===== src/rtl/serial_pkg.sv =====
// Shared types and register map for the UART receiver: FSM states, MMIO offsets
// and STATUS bit positions.
package serial_pkg;

    typedef enum logic [1:0] {
        S_IDLE,
        S_START,
        S_DATA,
        S_STOP
    } rx_state_t;

    localparam logic [31:0] REG_DATA   = 32'h0000_0000;
    localparam logic [31:0] REG_STATUS = 32'h0000_0004;

    localparam int STAT_NEMPTY    = 0;
    localparam int STAT_FULL      = 1;
    localparam int STAT_OVERRUN   = 2;
    localparam int STAT_FRAME_ERR = 3;

endpackage


===== src/rtl/rx_fifo.sv =====
// Synchronous receive FIFO; head reads as zero while empty. A push into a full
// FIFO is accepted only when a pop frees the slot in the same cycle.
module rx_fifo
    import serial_pkg::*;
#(
    parameter int DEPTH = 8,
    parameter int WIDTH = 8
) (
    input  logic             clock,
    input  logic             reset,
    input  logic             push,
    input  logic             pop,
    input  logic [WIDTH-1:0] din,
    output logic [WIDTH-1:0] head,
    output logic             full,
    output logic             empty
);

    localparam int AW = $clog2(DEPTH);

    logic [WIDTH-1:0] mem [DEPTH];
    logic [AW-1:0]    wr_ptr;
    logic [AW-1:0]    rd_ptr;
    logic [AW:0]      count;
    logic             do_push;
    logic             do_pop;

    assign empty   = (count == '0);
    assign full    = (count == (AW+1)'(DEPTH));
    assign do_pop  = pop & ~empty;
    assign do_push = push & (~full | do_pop);
    assign head    = empty ? '0 : mem[rd_ptr];

    always_ff @(posedge clock or posedge reset) begin
        if (reset) begin
            wr_ptr <= '0;
            rd_ptr <= '0;
            count  <= '0;
        end else begin
            if (do_push) wr_ptr <= wr_ptr + 1'b1;
            if (do_pop)  rd_ptr <= rd_ptr + 1'b1;
            case ({do_push, do_pop})
                2'b10:   count <= count + 1'b1;
                2'b01:   count <= count - 1'b1;
                default: count <= count;
            endcase
        end
    end

    always_ff @(posedge clock) begin
        if (do_push) mem[wr_ptr] <= din;
    end

endmodule


===== src/rtl/serial_rx.sv =====
// 16x-oversampling UART receiver (8N1) with receive FIFO and a two-register
// MMIO read interface (DATA pops, STATUS clears the sticky error flags).
//
// state   | meaning
// S_IDLE  | line idle, waiting for rx_s low
// S_START | start bit seen, re-check it at mid-bit (8th tick)
// S_DATA  | sampling 8 data bits every 16 ticks, LSB first
// S_STOP  | sampling stop bit; high pushes byte, low flags frame error
module serial_rx
    import serial_pkg::*;
#(
    parameter int TICK_DIV   = 5,
    parameter int FIFO_DEPTH = 8
) (
    input  logic        clock,
    input  logic        reset,
    input  logic        rx,
    input  logic        sel,
    input  logic        re,
    input  logic [31:0] addr,
    output logic [31:0] dout
);

    localparam int DW = (TICK_DIV > 1) ? $clog2(TICK_DIV) : 1;

    rx_state_t   state, state_next;
    logic        rx_m, rx_s;
    logic [DW-1:0] div_cnt;
    logic        tick;
    logic [3:0]  os_cnt;
    logic [2:0]  bit_idx;
    logic [7:0]  shreg;
    logic        frame_err, overrun;
    logic        clr_tick, clr_os, clr_bit, shift_en, push_req, frame_set;
    logic        acc, is_data, is_stat, pop_req, stat_rd, ovr_set;
    logic [7:0]  head;
    logic        full, empty;
    logic        unused_addr;

    assign unused_addr = ^{addr[31:3], addr[1:0]};
    assign tick        = (div_cnt == DW'(TICK_DIV - 1));

    always_ff @(posedge clock or posedge reset) begin
        if (reset) begin
            rx_m <= 1'b1;
            rx_s <= 1'b1;
        end else begin
            rx_m <= rx;
            rx_s <= rx_m;
        end
    end

    always_ff @(posedge clock or posedge reset) begin
        if (reset) state <= S_IDLE;
        else       state <= state_next;
    end

    always_comb begin
        state_next = state;
        clr_tick   = 1'b0;
        clr_os     = 1'b0;
        clr_bit    = 1'b0;
        shift_en   = 1'b0;
        push_req   = 1'b0;
        frame_set  = 1'b0;
        case (state)
            S_IDLE: begin
                if (!rx_s) begin
                    state_next = S_START;
                    clr_tick   = 1'b1;
                    clr_os     = 1'b1;
                end
            end
            S_START: begin
                if (tick && os_cnt == 4'd7) begin
                    if (!rx_s) begin
                        state_next = S_DATA;
                        clr_os     = 1'b1;
                        clr_bit    = 1'b1;
                    end else begin
                        state_next = S_IDLE;
                    end
                end
            end
            S_DATA: begin
                if (tick && os_cnt == 4'd15) begin
                    shift_en = 1'b1;
                    if (bit_idx == 3'd7) state_next = S_STOP;
                end
            end
            S_STOP: begin
                if (tick && os_cnt == 4'd15) begin
                    push_req   = rx_s;
                    frame_set  = ~rx_s;
                    state_next = S_IDLE;
                end
            end
            default: state_next = S_IDLE;
        endcase
    end

    // os_cnt is 4 bits wide so it wraps 15->0 on its own between data bits
    always_ff @(posedge clock or posedge reset) begin
        if (reset) begin
            div_cnt <= '0;
            os_cnt  <= '0;
            bit_idx <= '0;
            shreg   <= '0;
        end else begin
            if (clr_tick || tick) div_cnt <= '0;
            else                  div_cnt <= div_cnt + 1'b1;

            if (clr_os)    os_cnt <= '0;
            else if (tick) os_cnt <= os_cnt + 1'b1;

            if (clr_bit)       bit_idx <= '0;
            else if (shift_en) bit_idx <= bit_idx + 1'b1;

            if (shift_en) shreg <= {rx_s, shreg[7:1]};
        end
    end

    assign acc     = sel & re;
    assign is_data = (addr[2] == REG_DATA[2]);
    assign is_stat = (addr[2] == REG_STATUS[2]);
    assign pop_req = acc & is_data & ~empty;
    assign stat_rd = acc & is_stat;
    assign ovr_set = push_req & full & ~pop_req;

    always_ff @(posedge clock or posedge reset) begin
        if (reset) begin
            frame_err <= 1'b0;
            overrun   <= 1'b0;
        end else begin
            if (frame_set)    frame_err <= 1'b1;
            else if (stat_rd) frame_err <= 1'b0;

            if (ovr_set)      overrun <= 1'b1;
            else if (stat_rd) overrun <= 1'b0;
        end
    end

    rx_fifo #(
        .DEPTH (FIFO_DEPTH),
        .WIDTH (8)
    ) u_fifo (
        .clock (clock),
        .reset (reset),
        .push  (push_req),
        .pop   (pop_req),
        .din   (shreg),
        .head  (head),
        .full  (full),
        .empty (empty)
    );

    always_comb begin
        dout = '0;
        if (is_stat) begin
            dout[STAT_NEMPTY]    = ~empty;
            dout[STAT_FULL]      = full;
            dout[STAT_OVERRUN]   = overrun;
            dout[STAT_FRAME_ERR] = frame_err;
        end else begin
            dout[8:0] = {~empty, head};
        end
    end

endmodule


===== config.mk =====
export PLATFORM = sky130hd
export DESIGN_NAME = serial_rx
export DESIGN_NICKNAME = d
export VERILOG_FILES = /design/src/rtl/serial_pkg.sv /design/src/rtl/rx_fifo.sv /design/src/rtl/serial_rx.sv
export SDC_FILE = /design/constraint.sdc
export NUM_CORES = 1
export LEC_CHECK = 0
export ABC_AREA = 0
export CORE_ASPECT_RATIO = 0.75
export CORE_MARGIN = 10
export CORE_UTILIZATION = 52
export CTS_CLUSTER_SIZE = 8
export DETAILED_ROUTE_END_ITERATION = 12
export GPL_TIMING_DRIVEN = 0
export HOLD_SLACK_MARGIN = 0.05
export PLACE_DENSITY = 0.78
export SLEW_MARGIN = 10
export SYNTH_ARGS = -nofsm -noshare
export SYNTH_HDL_FRONTEND = slang
export SYNTH_SLANG_ARGS = --single-unit
export TNS_END_PERCENT = 10

===== constraint.sdc =====
create_clock -name clock -period 6.8 [get_ports clock]
set_input_delay 1.02 -clock clock [delete_from_list [all_inputs] [get_ports clock]]
set_output_delay 1.02 -clock clock [all_outputs]
set_load 0.02 [all_outputs]

==> metrics.yaml, run 1 <==
status:
  status: "complete, no violations"
clocking:
  path_clk_slew_ns: 0.09
  cts_tree: "built"
  clkLatencyLatePin_ns: 0.36
  clk_path_buf_depth: 2
  cts_buffers: 9
  cts.sinks: 98
  cts_hold_buf: 0
  cts_root_buffer: "clkbuf_8"
  cts_setup_buffers: 0
  cts_resized: 0
  cts_max_level: 3
final_layout:
  finalNonFillerCells: 448
  final_area_um2: 4880
  layout_commonest_cell: "edfxtp_1"
  final-seq-area_um2: 2780
  drive_gt1_share_pct: 23.6
  antenna_cells: 0
  final_nets: 383
  multi_input_comb_area_um2: 1390
  area_growth_pct: 12.6
  n_fill_cell: 606
  final_cell_mix: "edfxtp_1 (64), dfrtp_1 (32), nor2_1 (31)"
route:
  drt-initial-drc-count: 173
  via_count: 2343
  dr.pass1.iters: 4
  wire_per_inst_um: 16.6
  totalWireLength_um: 7440
  ant_nets: 0
  drc: 0
  vias_per_cell: 5.23
synth:
  yosysSeqAreaShare_pct: 64.1
  synth_edf_count: 64
  avgSynthCellArea_um2: 14.8
  syn-instance-count: 292
  synth_top_area_cell: "edfxtp_1"
  yosys_most_used_dff: "edfxtp_1"
  ys_ff_latch: 98
  yosys_warnings: 0
  synthTopCellsByArea: "edfxtp_1 (44%), dfrtp_1 (18%), mux4_2 (8.3%), buf_4 (4.3%), nor2_1 (2.7%)"
  synth.top_cell.area_share_pct: 44.4
  synthDistinctLibCells: 44
  syn-cell-area_um2: 4330
  asyncSetResetFlopFracSynth_pct: 34.7
place:
  gp_congestion: 0.790
  place_area_um2: 4680
  port_buffers: 13
  dp.cells: 432
  hpwl_um: 5210
worst_setup_path:
  r2r_cells: 7
  path_cells: "clkbuf_2 -> buf_1 -> mux4_2 -> mux2i_1 -> o21ai_0 -> clkdlybuf4s50_1"
  cp_data_arrival_time_ns: 2.86
  crit_family: "buffers and inverters"
  rr_endpoint: "u_fifo.mem[1][3]"
  cp-start-kind: "flip-flop"
  critPathBufInv: 3
  max_stage_delay_ns: 0.66
  rrSetupSlack_ns: 3.69
  rr_startpoint: "div_cnt[0]"
  cp.required_ns: 5.78
  crit_path_end_kind: "primary output"
  slowest_stage: "clkdlybuf4s50_1"
  worstSetupPathType: "flip-flop to primary output"
  critPathMaxFanout: 10
timing:
  hold_violations: 0
  max_freq_mhz: 258
  rsz0062_at_grt: "no"
  relSlewSlack_pct: 12.3
  fin_setup_tns_ns: 0
  worstMarginPinSlew_ns: 1.31
  post-route-period-util_pct: 57.1
  hold_ws_ns: 0.362
  min_period_ns: 3.88
  fin_skew_ns: 0.0122
  setup_viol: 0
  maxSlewViolCount: 0
hold_path:
  holdPathStages: 0
  hold_class: "flip-flop to flip-flop"
  hold_start: "rx_m"
  min_delay_worst_endpoint: "rx_s"
die:
  fp.dieH_um: 99.0
  row_count: 28
  dieArea_um2: 12400
  fp.coreArea_um2: 7990
  boundaryPins: 69
  die_w_um: 125
  start_util_pct: 54.2
grt:
  antenna_found_initial: 0
  grt-ovfl-total: 0
  grt_pass1_wl_um: 12100
  grt_max_degree: 35
  grtUsageTotal_pct: 12.1
  grt_pass1_vias: 2318
power_and_ir_drop:
  p_per_area_nw_per_um2: 281
  ir_worst_vdd_v: 0.000155
  p_leak_nw: 2.02
run:
  drv_cap: 0
==> worst register-to-register path: stages, from the launching register on <==
cell and delay, ns:
dfrtp_1 0.41, inv_1 0.07, ha_1 0.27, nand4_2 0.24, nor2_1 0.36, o21a_1 0.25, nand2_1 0.13, nor3_1 1.00
==> worst max path at each step <==
| stage | slack (ns) | start | cells past startpoint | to |
|---|---|---|---|---|
| finish | 2.92 | u_fifo.rd_ptr[1] | 6 | dout[2] |
| global route | 2.80 | u_fifo.rd_ptr[1] | 6 | dout[2] |
| CTS | 2.94 | u_fifo.rd_ptr[1] | 6 | dout[2] |
| detailed placement | 3.10 | sel | 6 | u_fifo.mem[0][5] |
| global placement | 3.08 | sel | 6 | u_fifo.mem[0][5] |
| floorplan | 3.70 | addr[2] | 4 | dout[2] |
==> synthesized netlist by cell type (all sizes together), types with 2 or more instances <==
master and instances:
ha 8, a211oi 2, nor4 2, dfrtp 32
edfxtp 64, or2 2, mux2i 11, nand2b 3
nor2 32, nor2b 2, nand2 22, mux4 16
xnor2 6, buf 30, nand3 5, clkbuf 5
nor3 10, o21ai 5, xor2 4, a21oi 4
nand4 2, dfstp 2, mux2 10, inv 5
==> area by class of cell <==
class                   count  area share [%]
plain buffers              35            4.85
clock buffers              10            2.62
clock inverters             6            1.39
inverters                   5           0.385
multi-input cells         176            28.5
flip-flops and latches     98            56.9
well taps                 105            2.69
repair buffers             13            2.67
==> stage by stage <==
step | power, mW | util [%] | setup WS (ns)
4_1_cts | 1.38 | 61.0 | 2.94
5_1_grt | 1.44 | 61.0 | 2.80
3_3_place_gp | 1.01 | 58.5 | 3.08
3_5_place_dp | 1.02 | 58.5 | 3.10
6_report | 1.37 | 61.0 | 2.92
2_1_floorplan | 0.947 | - | 3.70
==> state kept, by name, indices dropped and copies added (netlist names), 3 cells and up, named ones only <==
name / flops
u_fifo.rd_ptr: 3
u_fifo.wr_ptr: 3
shreg: 8
os_cnt: 4
u_fifo.count: 4
u_fifo.mem: 64
div_cnt: 3
bit_idx: 3
==> power breakdown <==
group / switching [mW] / internal [mW] / leakage (nW)
combinational: 0.176 / 0.140 / 0.773
clock: 0.192 / 0.171 / 0.0941
sequential: 0.0315 / 0.662 / 1.15
==> metal layers <==
layer,part of all wire [%],up-vias,global-route usage (%)
met5,0,-,0
met3,6.9,8,3.48
met4,1.3,0,3.98
met2,49,63,19.5
met1,43,1151,15.6
li1,-,1121,-
==> logic make-up after synthesis <==
kind of cell	share of synthesized area [%]
buf+inv	5.89
other cells	0.0866
fa+ha+maj	2.31
mux	13.5
flops	64.1
xor+xnor	2.02
compound gates	2.63
simple gates	9.45
No activity file was read; power rests on OpenSTA's default activity.
==> run 2, diff against run 1 <==
CORE_UTILIZATION = 48   (was 52)
PLACE_DENSITY = 0.76   (was 0.78)
clock period = 3.25 ns   (was 6.8 ns; I/O delays follow)
==> metrics.yaml, run 2 (same netlist as run 1, synthesis figures left out) <==
status:
  status: "complete, no violations"  # unchanged
power_and_ir_drop:
  p_per_area_nw_per_um2: 636  # was 281 nW/um^2
  pwr-share-seq_pct: 45.8  # was 50.5%
  ir_worst_vdd_v: 0.000312  # was 0.000155 V
  switching_share_pct: 28.1  # was 29.1%
  p_int_mw: 2.28  # was 0.973 mW
  clkPwrFrac_pct: 33.0  # was 26.4%
  comb_power_share_pct: 21.2  # was 23.0%
  p_leak_nw: 2.07  # was 2.02 nW
  p_switching_mw: 0.894  # was 0.399 mW
route:
  via_count: 2371  # was 2343
  drc: 0  # unchanged
  wire_per_inst_um: 17.9  # was 16.6 um
  ant_nets: 0  # unchanged
  drt-initial-drc-count: 184  # was 173
  vias_per_cell: 5.26  # was 5.23
  dr.pass1.iters: 4  # unchanged
  totalWireLength_um: 8080  # was 7440 um
worst_setup_path:
  rr_startpoint: "div_cnt[0]"  # unchanged
  cp-start-kind: "flip-flop"  # unchanged
  rrSetupSlack_ns: 0.25  # was 3.69 ns
  cp_data_arrival_time_ns: 2.61  # was 2.86 ns
  path_cells: "buf_2 -> buf_6 -> mux4_2 -> mux2i_1 -> o21ai_0 -> clkdlybuf4s50_1"  # was clkbuf_2 -> buf_1 -> mux4_2 -> mux2i_1 -> o21ai_0 -> clkdlybuf4s50_1
  critPathMaxFanout: 10  # unchanged
  max_stage_delay_ns: 0.55  # was 0.66 ns
  slowest_stage: "clkdlybuf4s50_1"  # unchanged
  worstSetupPathType: "flip-flop to primary output"  # unchanged
  rr_endpoint: "u_fifo.mem[6][2]"  # was u_fifo.mem[1][3]
  cp.required_ns: 2.76  # was 5.78 ns
  crit_path_end_kind: "primary output"  # unchanged
  r2r_cells: 7  # unchanged
timing:
  min_period_ns: 3.10
  hold_violations: 0  # unchanged
  max_freq_mhz: 323
  setup_viol: 0  # unchanged
  relSlewSlack_pct: 31.3  # was 12.3%
  worstMarginPinSlew_ns: 1.03  # was 1.31 ns
  post-route-period-util_pct: 95.3
  rsz0062_at_grt: "no"  # unchanged
  hold_ws_ns: 0.359  # was 0.362 ns
  fin_skew_ns: 0.0109  # was 0.0122 ns
  fin_setup_tns_ns: 0  # unchanged
  maxSlewViolCount: 0  # unchanged
final_layout:
  finalNonFillerCells: 451  # was 448
  drive_gt1_share_pct: 24.8  # was 23.6%
  antenna_cells: 0  # unchanged
  layout_commonest_cell: "edfxtp_1"  # unchanged
  largest_reg_flops: 64  # unchanged
  top_register: "u_fifo.mem"  # unchanged
  area_growth_pct: 15.3  # was 12.6%
  final_cell_mix: "edfxtp_1 (64), dfrtp_1 (32), nor2_1 (31)"  # unchanged
  final_nets: 383  # unchanged
  final_util_pct: 57.9  # was 61.0%
  top_regs: "u_fifo.mem: 64 flops, shreg: 8 flops"  # unchanged
place:
  gp_congestion: 0.763  # was 0.790
  hpwl_um: 5380  # was 5210 um
  port_buffers: 13  # unchanged
  dp.cells: 435  # was 432
grt:
  grtUsageTotal_pct: 12.7  # was 12.1%
  grt_pass1_vias: 2337  # was 2318
  grt-ovfl-total: 0  # unchanged
  grt_max_degree: 35  # unchanged
  antenna_found_initial: 0  # unchanged
  grt_pass1_wl_um: 12800  # was 12100 um
hold_path:
  min_delay_worst_endpoint: "rx_s"  # unchanged
  hold_start: "rx_m"  # unchanged
  hold_class: "flip-flop to flip-flop"  # unchanged
  holdPathStages: 0  # unchanged
clocking:
  cts_max_level: 3  # unchanged
  cts_root_buffer: "clkbuf_16"  # was clkbuf_8
  path_clk_slew_ns: 0.07  # was 0.09 ns
  cts_buffers: 9  # unchanged
  cts_setup_buffers: 0  # unchanged
  clk_path_buf_depth: 2  # unchanged
  cts.sinks: 98  # unchanged
  cts_tree: "built"  # unchanged
  clkLatencyLatePin_ns: 0.34  # was 0.36 ns
die:
  boundaryPins: 69  # unchanged
  row_count: 29  # was 28
  die_w_um: 130  # was 125 um
  dieArea_um2: 13300  # was 12400 um^2
  start_util_pct: 50.2  # was 54.2%
  fp.dieH_um: 102  # was 99.0 um
  fp.coreArea_um2: 8640  # was 7990 um^2
run:
  drv_cap: 0  # unchanged
==> run 2: cell count changes in the layout (fill, tap and decap cells not counted) <==
cell and delta:
nor3_2 +1, nor3_1 -1, inv_6 +2, buf_2 +1
clkinvlp_2 +1, clkinvlp_4 +1, clkbuf_1 -1, buf_1 -1
clkinv_4 -2, clkinv_1 -1, clkbuf_8 -9, clkbuf_16 +9
buf_6 +1, buf_4 -1
==> run 2: final cells by class <==
class / instances / area [um^2]
clock inverter: 7 / 76.3
fill: 672 / 3640
tap: 108 / 135
sequential: 98 / 2780
inverter: 5 / 18.8
multi-input combinational: 176 / 1390
buffer: 35 / 241
timing repair buffer: 13 / 130
clock buffer: 9 / 225
==> run 2: timing repair <==
action / in CTS / in global routing
hold buffers: 0 / 0
setup endpoints to repair: 1 / 1
resized for setup: 1 / 1
==> run 2: how the worst max path moves through the flow <==
stage,slack [ns],from,end,depth (start not counted)
after floorplan,0.81,div_cnt[0],u_fifo.mem[0][0],7
after global placement,-0.11,sel,u_fifo.mem[0][0],6
after detailed placement,0.26,re,u_fifo.mem[2][6],6
after CTS,0.05,u_fifo.rd_ptr[0],dout[2],6
after global routing,0.03,u_fifo.rd_ptr[0],dout[2],6
final,0.15,u_fifo.rd_ptr[0],dout[2],6
==> run 2: per-stage QoR <==
stage               power, mW  worst slack (ns)  cell area (um^2)
CTS                      3.19            0.0531              4990
detailed placement       2.14             0.264              4690
global placement         2.12            -0.114              4680
floorplan                1.98             0.807              4410
finish                   3.18             0.151              5000
global route             3.32            0.0346              5000
==> run 2: power groups by stage <==
stage	Clock, mW	Sequential [mW]	Combinational [mW]
after floorplan	0	1.46	0.519
after global placement	0	1.47	0.648
after detailed placement	0	1.48	0.667
after CTS	1.07	1.45	0.674
after global routing	1.11	1.46	0.745
final	1.05	1.46	0.674
==> run 2: critical path, delay by kind of cell, from the launching register on <==
family / cells / cell delay (ns)
multiplexers: 2 / 0.71
AO/OA/AOI/OAI: 1 / 0.13
flip-flops: 1 / 0.35
buffers and inverters: 3 / 1.09
==> run 2: metal layers <==
layer  GRT usage (%)  wire (um)  vias up
met4            3.10         73        0
met3            3.41        434        9
met1            16.3       3520     1168
met5               0          0        -
met2            21.2       4050       79
li1                -          -     1115
